$ cat src/rtl/gray_updown_counter.sv
// Up/down binary counter with registered Gray-code mirror, wrap/saturate pulses and zero flag.
// Optional in-module assertions are enabled by defining GRAY_UPDOWN_SVA_EN.
module gray_updown_counter #(
  parameter int WIDTH    = 12,
  parameter bit SATURATE = 1'b0
) (
  input  logic             clk,
  input  logic             rst,
  input  logic             en,
  input  logic             dir,
  input  logic             load,
  input  logic [WIDTH-1:0] load_val,
  output logic [WIDTH-1:0] bin_c,
  output logic [WIDTH-1:0] gray_c,
  output logic             zero,
  output logic             wrap,
  output logic             sat
);

  logic [WIDTH-1:0] bin_nxt;
  logic             wrap_nxt;
  logic             sat_nxt;
  logic             at_max;
  logic             at_min;
  logic             at_lim;

  assign at_max = &bin_c;
  assign at_min = ~|bin_c;
  assign at_lim = (dir & at_max) | (~dir & at_min);

  always_comb begin
    bin_nxt  = bin_c;
    wrap_nxt = 1'b0;
    sat_nxt  = 1'b0;
    if (load) begin
      bin_nxt = load_val;
    end else if (en) begin
      if (at_lim) begin
        if (SATURATE) begin
          sat_nxt = 1'b1;
        end else begin
          bin_nxt  = dir ? '0 : '1;
          wrap_nxt = 1'b1;
        end
      end else begin
        bin_nxt = dir ? bin_c + WIDTH'(1) : bin_c - WIDTH'(1);
      end
    end
  end

  // Gray is derived from the next binary value so both registers update on the same edge.
  always_ff @(posedge clk) begin
    if (rst) begin
      bin_c  <= '0;
      gray_c <= '0;
      wrap   <= 1'b0;
      sat    <= 1'b0;
    end else begin
      bin_c  <= bin_nxt;
      gray_c <= bin_nxt ^ (bin_nxt >> 1);
      wrap   <= wrap_nxt;
      sat    <= sat_nxt;
    end
  end

  assign zero = at_min & ~rst;

`ifdef GRAY_UPDOWN_SVA_EN
  logic [32:0] live_cnt;

  always_ff @(posedge clk) begin
    if (rst || !en || !dir || load || zero) live_cnt <= '0;
    else                                    live_cnt <= live_cnt + 33'd1;
  end

  a_gray_consistent: assert property (@(posedge clk) gray_c == (bin_c ^ (bin_c >> 1)));

  a_gray_one_bit: assert property (@(posedge clk) disable iff (rst)
    (!load && en && !(SATURATE && at_lim)) |=> $onehot(gray_c ^ $past(gray_c)));

  a_wrap_sat_excl: assert property (@(posedge clk) !(wrap && sat));

  generate
    if (!SATURATE) begin : g_live
      // A held up-count must revisit zero within one full period, then leave it.
      a_live_reach: assert property (@(posedge clk) disable iff (rst)
        live_cnt < (33'd1 << WIDTH));
      a_live_leave: assert property (@(posedge clk) disable iff (rst)
        (zero && en && dir && !load) |=> !zero);
    end
  endgenerate
`endif

endmodule

$ cat config.mk
export PLATFORM = sky130hd
export DESIGN_NAME = gray_updown_counter
export DESIGN_NICKNAME = d
export VERILOG_FILES = /design/src/rtl/gray_updown_counter.sv
export SDC_FILE = /design/constraint.sdc
export NUM_CORES = 1
export LEC_CHECK = 0
export CORE_MARGIN = 2
export CORE_UTILIZATION = 44
export CTS_CLUSTER_SIZE = 12
export DETAILED_ROUTE_END_ITERATION = 10
export PLACE_DENSITY = 0.73
export SLEW_MARGIN = 5
export SYNTH_ARGS = -nofsm -noshare
export SYNTH_HDL_FRONTEND = slang
export SYNTH_SLANG_ARGS = --single-unit
$ cat constraint.sdc
create_clock -name clk -period 2.3 [get_ports clk]
set_input_delay 0.23 -clock clk [delete_from_list [all_inputs] [get_ports clk]]
set_output_delay 0.23 -clock clk [all_outputs]
set_load 0.005 [all_outputs]
==> flow_summary.yaml, run 1 <==
setup_path:
  crit_path_buf_inv_count: 2
  cp.arrival_ns: 2.09
  criticalPathCategory: "reg2out"
  crit_slowest_cell: "sky130_fd_sc_hd__clkdlybuf4s50_1"
  timing.critical_path.required_ns: 2.07
  crit_path_end_kind: "output port"
  timing.critical_path.slowest_cell_delay_ns: 0.52
  worst_setup_path_start_kind: "flop"
  timing.critical_path.fanout_max: 4
  worstPathCellList: "buf_4, nor4_1, nand3_1, nor2_1, clkdlybuf4s50_1"
  critical_path.top_delay_family: "simple AND/OR/NAND/NOR gates"
logic_synthesis:
  netlist.area_leader.share_pct: 27.9
  post-synth-top-area-cell: "sky130_fd_sc_hd__dfxtp_1"
  synth_warnings: 0
  synth_enable_flop_cells: 0
  post_synth_main_area_contributors: "sky130_fd_sc_hd__dfxtp_1 28%, sky130_fd_sc_hd__ha_1 7.3%, sky130_fd_sc_hd__a21oi_1 6.1%"
  async_reset_ff_share_pct: 0
  synth.distinct_cells: 49
  synth-main-ff-cell: "sky130_fd_sc_hd__dfxtp_1"
  postSynthAreaPerCell_sq_um: 8.09
  post_synth_inst_count: 213
  synth.ff_latch_count: 24
  synth_nets: 241
  cell_area_after_synthesis_sq_um: 1720
  synth-seq-area-share_pct: 27.9
final_layout:
  commonest_cells_after_routing_fill_and_taps_aside: "43 x sky130_fd_sc_hd__buf_4, 41 x sky130_fd_sc_hd__clkdlybuf4s50_1, 23 x sky130_fd_sc_hd__nor2_1, 21 x sky130_fd_sc_hd__dfxtp_1, 18 x sky130_fd_sc_hd__a21oi_1"
  synthToLayoutAreaGrowth_pct: 55.9
  mostFrequentLayoutCell: "sky130_fd_sc_hd__buf_4"
  layoutNonFillerInstCount: 342
  final_layout_size_suffix_gt1_share_pct: 29.6
  num-nets-final: 323
  fillerInstances: 274
  area_taken_by_multi_input_logic_gates_sq_um: 1300
  area.sequential_sq_um: 484
  design_area_sq_um: 2690
  n_antenna_cell: 0
power:
  peak_supply_drop_mv: 0.459
  cellLeakagePower_nw: 1.16
  power.density_nw_per_um2: 587
  power_mw: 1.58
floorplan:
  coreArea_sq_um: 3720
  die_area_sq_um: 4430
  ioPinCount: 44
  die_width_um: 66.6
  placement_rows: 22
  initial_utilization_pct: 46.4
  die-height_um: 66.6
place:
  dpl.cell_count: 336
  place_area_sq_um: 2440
  dp_worst_setup_slack_ns: -0.576
  detailedPlacementHpwl_mm: 3.98
  gp_congestion: 0.914
  buffers_on_ports: 42
detailed_routing:
  routedWlPerCell_um: 16.1
  drt-pass1-iter-count: 4
  wl_mm: 5.50
  drtAntennaViolNets: 0
  route.detailed.vias_per_inst: 5.52
  route.detailed.drc: 0
  drt_iter0_drc: 153
  vias: 1889
grt:
  grt_pass1_wl_mm: 8.16
  groute.layer.met3.usage_pct: 3.55
  met2_resource_use_gr_pct: 43.3
  pin_count_of_the_biggest_net_entering_global_routing: 17
  first_global_vias: 1787
  met1_usage_grt_pct: 28.7
  grt-busiest-layer: "met2"
  antenna_found_initial: 0
  grt-ovfl-total: 0
  total_routing_usage_reported_by_global_routing_pct: 24.1
sta:
  setup_repair_after_global_routing_missed_its_margin: "yes"
  report.final.setup_viol: 1
  final_period_minus_worst_setup_slack_ns: 2.32
  max_clock_freq_mhz: 431
  fin_setup_tns_ns: -0.0225
  timing.final.crit_share_pct: 101
  final_hold_viol_count: 0
  post-route-worst-setup-slack_ns: -0.0225
  worst_clk_skew_ns: 0.00535
  finalMaxSlewViolations: 0
status:
  run_status: "complete, but fails checks"
  failed_checks: "negative setup slack"
cts:
  cts_tree: "yes"
  worst_skew_pair.late_latency_ns: 0.28
  numClockSinks: 24
  cts.path.max_buffers: 2
  cts-htree-levels: 1
  cts_inserted_buffers: 3
  clk_pin_slew_worst_paths_ns: 0.09
  clk_root_buffer_cell: "sky130_fd_sc_hd__clkbuf_8"
  holdBufCountCts: 0
job:
  drv.max_cap_violation_count: 0
hold_path:
  hold_class: "in2reg"
cells by family after synthesis:
kind of cell               share of synthesized area [%]
other                                              0.218
and+or+nand+nor                                     25.9
DFF                                                 27.9
adders and majority gates                           8.42
buffers and inverters                               6.10
muxes                                               2.69
AOI/OAI and AO/OA                                   21.6
xor gates and xnor gates                            7.12
worst paths after layout:
path / start / endpoint / slack [ns] / cells after the start
worst max-delay path: bin_c[6] / zero / -0.02 / 5
worst min-delay path: load_val[0] / bin_c[0] / 0.63 / 3
worst max register to register: bin_c[6] / gray_c[9] / 0.03 / 11
worst min register to register: bin_c[8] / gray_c[7] / 0.71 / 3
per-stage QoR:
stage	utilization, %	hold slack, ns
finish	72.3	0.626
global route	72.3	0.642
floorplan	-	0.375
detailed placement	65.6	0.774
global placement	65.6	0.772
CTS	68.4	0.625
sequential cells by signal, indices dropped and copies added (netlist names):
| register | flops |
|---|---|
| bin_c | 12 |
| gray_c | 11 |
| wrap | 1 |
power breakdown:
group / internal, mW / switching, mW / total [mW]
registers: 0.466 / 0.0307 / 0.497
clock network: 0.233 / 0.154 / 0.387
logic: 0.372 / 0.321 / 0.693
total: 1.07 / 0.505 / 1.58
worst register-to-register path: cells and delay by family, from the launching register on:
kind	cells	cell delay [ns]
xor gates and xnor gates	1	0.15
and+or+nand+nor	4	0.85
buffers and inverters	3	0.45
DFF	1	0.35
AOI/OAI and AO/OA	3	0.38
cells in the mapped netlist (2+ instances only):
| master | number |
|---|---|
| sky130_fd_sc_hd__a31oi_1 | 3 |
| sky130_fd_sc_hd__xnor2_1 | 12 |
| sky130_fd_sc_hd__mux2i_1 | 2 |
| sky130_fd_sc_hd__inv_1 | 7 |
| sky130_fd_sc_hd__dfxtp_1 | 24 |
| sky130_fd_sc_hd__buf_4 | 4 |
| sky130_fd_sc_hd__o21ai_0 | 10 |
| sky130_fd_sc_hd__nor4_1 | 4 |
| sky130_fd_sc_hd__a211oi_2 | 2 |
| sky130_fd_sc_hd__nand2b_1 | 7 |
| sky130_fd_sc_hd__nor2_1 | 24 |
| sky130_fd_sc_hd__nand3_1 | 3 |
| sky130_fd_sc_hd__xor2_1 | 2 |
| sky130_fd_sc_hd__and3_1 | 7 |
| sky130_fd_sc_hd__o21a_1 | 2 |
| sky130_fd_sc_hd__o21ai_1 | 2 |
| sky130_fd_sc_hd__nor2b_1 | 3 |
| sky130_fd_sc_hd__ha_1 | 10 |
| sky130_fd_sc_hd__nor3b_1 | 2 |
| sky130_fd_sc_hd__and2_1 | 6 |
| sky130_fd_sc_hd__a211oi_1 | 3 |
| sky130_fd_sc_hd__nor3_1 | 2 |
| sky130_fd_sc_hd__a21oi_1 | 21 |
| sky130_fd_sc_hd__a21o_1 | 5 |
| sky130_fd_sc_hd__o221ai_1 | 3 |
| sky130_fd_sc_hd__clkbuf_8 | 3 |
| sky130_fd_sc_hd__nand2_1 | 17 |
| sky130_fd_sc_hd__or3_1 | 2 |
area by class of cell:
| class | count | area share [%] |
|---|---|---|
| Clock buffer | 3 | 1.54 |
| Multi-Input combinational cell | 173 | 48.4 |
| Inverter | 8 | 1.21 |
| Tap cell | 48 | 2.24 |
| Timing Repair Buffer | 85 | 27.5 |
| Sequential cell | 24 | 18.0 |
| Clock inverter | 1 | 1.12 |
routing by layer:
| metal | up-vias | routed length (um) | part of all wire, % |
|---|---|---|---|
| met5 | - | 0 | 0 |
| met4 | 0 | 178 | 3.2 |
| met3 | 21 | 367 | 6.7 |
| met2 | 82 | 2720 | 49 |
| met1 | 869 | 2230 | 41 |
| li1 | 917 | - | - |
repair_timing:
| item | in CTS | in global routing |
|---|---|---|
| endpoints found under the hold margin | 0 | 0 |
| resized for setup | 11 | 33 |
| pin swaps | 3 | 18 |
| setup buffers | 0 | 2 |
| setup endpoints to repair | 13 | 9 |
Power figures use the tool's default switching activity.
==> run 2, diff against run 1 <==
CTS_CLUSTER_DIAMETER = 30   (was default)
==> results of run 2 <==
Final layout, timing and power as in run 1 (identical DEF).
==> run 3, diff against run 2 <==
CORE_ASPECT_RATIO = 1.25   (was default)
==> flow_summary.yaml, run 3 (synthesis results as in run 1) <==
status:
  run_status: "finished, final reports clean"
final_layout:
  area_taken_by_multi_input_logic_gates_sq_um: 1310
  design_area_sq_um: 2750
  largest_register_ffs: 12
  top_regs: "bin_c x12, gray_c x11, wrap x1"
  commonest_cells_after_routing_fill_and_taps_aside: "43 x sky130_fd_sc_hd__buf_4, 41 x sky130_fd_sc_hd__clkdlybuf4s50_1, 24 x sky130_fd_sc_hd__nor2_1, 23 x sky130_fd_sc_hd__dfxtp_1, 18 x sky130_fd_sc_hd__a21oi_1"
  n_antenna_cell: 0
  synthToLayoutAreaGrowth_pct: 59.3
  num-nets-final: 326
  area.sequential_sq_um: 482
  top_register_by_number_of_flip_flops: "bin_c"
  final_layout_size_suffix_gt1_share_pct: 28.6
  fillerInstances: 273
  mostFrequentLayoutCell: "sky130_fd_sc_hd__buf_4"
  layoutNonFillerInstCount: 351
grt:
  grt-ovfl-total: 0
  first_global_vias: 1782
  grt_pass1_wl_mm: 8.09
  antenna_found_initial: 0
  pin_count_of_the_biggest_net_entering_global_routing: 21
  total_routing_usage_reported_by_global_routing_pct: 23.6
detailed_routing:
  drt-pass1-iter-count: 4
  drtAntennaViolNets: 0
  vias: 1917
  routedWlPerCell_um: 15.3
  route.detailed.vias_per_inst: 5.46
  drt_iter0_drc: 109
  wl_mm: 5.35
  route.detailed.drc: 0
cts:
  worst_skew_pair.late_latency_ns: 0.26
  holdBufCountCts: 0
  numClockSinks: 24
  cts_inserted_buffers: 3
  clk_pin_slew_worst_paths_ns: 0.08
  cts-htree-levels: 1
  cts_tree: "yes"
  cts.path.max_buffers: 2
  clk_root_buffer_cell: "sky130_fd_sc_hd__clkbuf_8"
place:
  place_area_sq_um: 2480
  buffers_on_ports: 42
  dpl.cell_count: 345
  gp_congestion: 0.877
  detailedPlacementHpwl_mm: 3.97
sta:
  finalMaxSlewViolations: 0
  report.final.setup_viol: 0
  worst_clk_skew_ns: 0.00268
  max_clock_freq_mhz: 437
  fin_setup_tns_ns: 0
  final_hold_viol_count: 0
  timing.final.crit_share_pct: 99.4
  final_period_minus_worst_setup_slack_ns: 2.29
setup_path:
  crit_path_frequent_cell: "sky130_fd_sc_hd__buf_4"
  crit_path_buf_inv_count: 3
  cp.arrival_ns: 2.45
  criticalPathCategory: "reg2reg"
  timing.critical_path.slowest_cell_delay_ns: 0.41
  worst_setup_path_start_kind: "flop"
  worstPathCellList: "buf_4, nor4_2, nand3_2, nor2_4, buf_4, buf_4, a21oi_1, o221ai_1, o21a_1, xnor2_1, nor2_1"
  crit_path_end_kind: "flop"
  crit_slowest_cell: "sky130_fd_sc_hd__nor4_2"
  timing.critical_path.fanout_max: 5
  timing.critical_path.required_ns: 2.46
  critical_path.top_delay_family: "simple AND/OR/NAND/NOR gates"
power:
  power.density_nw_per_um2: 573
  power_mw: 1.57
  peak_supply_drop_mv: 0.439
  power.combinational.fraction_pct: 44.8
  cellLeakagePower_nw: 1.18
  switching_share_pct: 31.2
  switchingPower_uw: 490
  sequential_power_share_pct: 31.9
  cell_internal_power_mw: 1.08
  clock_network_power_share_pct: 23.3
floorplan:
  coreArea_sq_um: 3780
  placement_rows: 25
  die_area_sq_um: 4440
  die_width_um: 60.0
  ioPinCount: 44
  initial_utilization_pct: 45.5
  die-height_um: 74.0
job:
  drv.max_cap_violation_count: 0
hold_path:
  hold_class: "in2reg"
## run 3: tightest hold or removal path: cells and delay by family
kind	cells	cell delay (ns)
buffers and inverters	1	0.48
AO/OA/AOI/OAI	1	0.07
AND/OR/NAND/NOR	1	0.07
## run 3: layer usage
layer	GRT usage [%]	routed length, um
met1	31.5	2330
met2	40.7	2740
met3	0.870	148
met4	7.65	135
met5	0	0
## run 3: power by group through the flow
stage | logic [mW] | registers (mW) | clock network, mW
6_report | 0.704 | 0.501 | 0.367
5_1_grt | 0.759 | 0.505 | 0.395
4_1_cts | 0.633 | 0.497 | 0.373
3_5_place_dp | 0.612 | 0.505 | 0
3_3_place_gp | 0.603 | 0.505 | 0
2_1_floorplan | 0.306 | 0.511 | 0
## run 3: layout make-up
class,count,area share [%]
well taps,54,2.46
repair buffers,88,28.6
inverters,8,1.19
clock inverters,1,1.09
flip-flops and latches,24,17.5
multi-input cells,173,47.6
clock buffers,3,1.50
## run 3: final timing paths
check                                  from        end  slack, ns  depth (start not counted)
worst min register to register     bin_c[0]   bin_c[0]       0.86                          5
worst min-delay path            load_val[0]   bin_c[0]       0.63                          3
worst max register to register     bin_c[2]  gray_c[1]       0.01                         11
worst max-delay path               bin_c[2]  gray_c[1]       0.01                         11
## run 3: through the flow
step	hold WS, ns	utilization [%]	worst slack, ns
after floorplan	0.375	-	0.111
after global placement	0.821	65.5	-0.527
after detailed placement	0.818	65.5	-0.625
after CTS	0.625	68.5	0.0194
after global routing	0.635	72.5	-0.0805
final	0.627	72.5	0.0129
## run 3: timing repair
action	in CTS	in global routing
endpoints found under the setup margin	13	11
buffers inserted	0	3
pin swaps	4	15
resized for setup	13	28
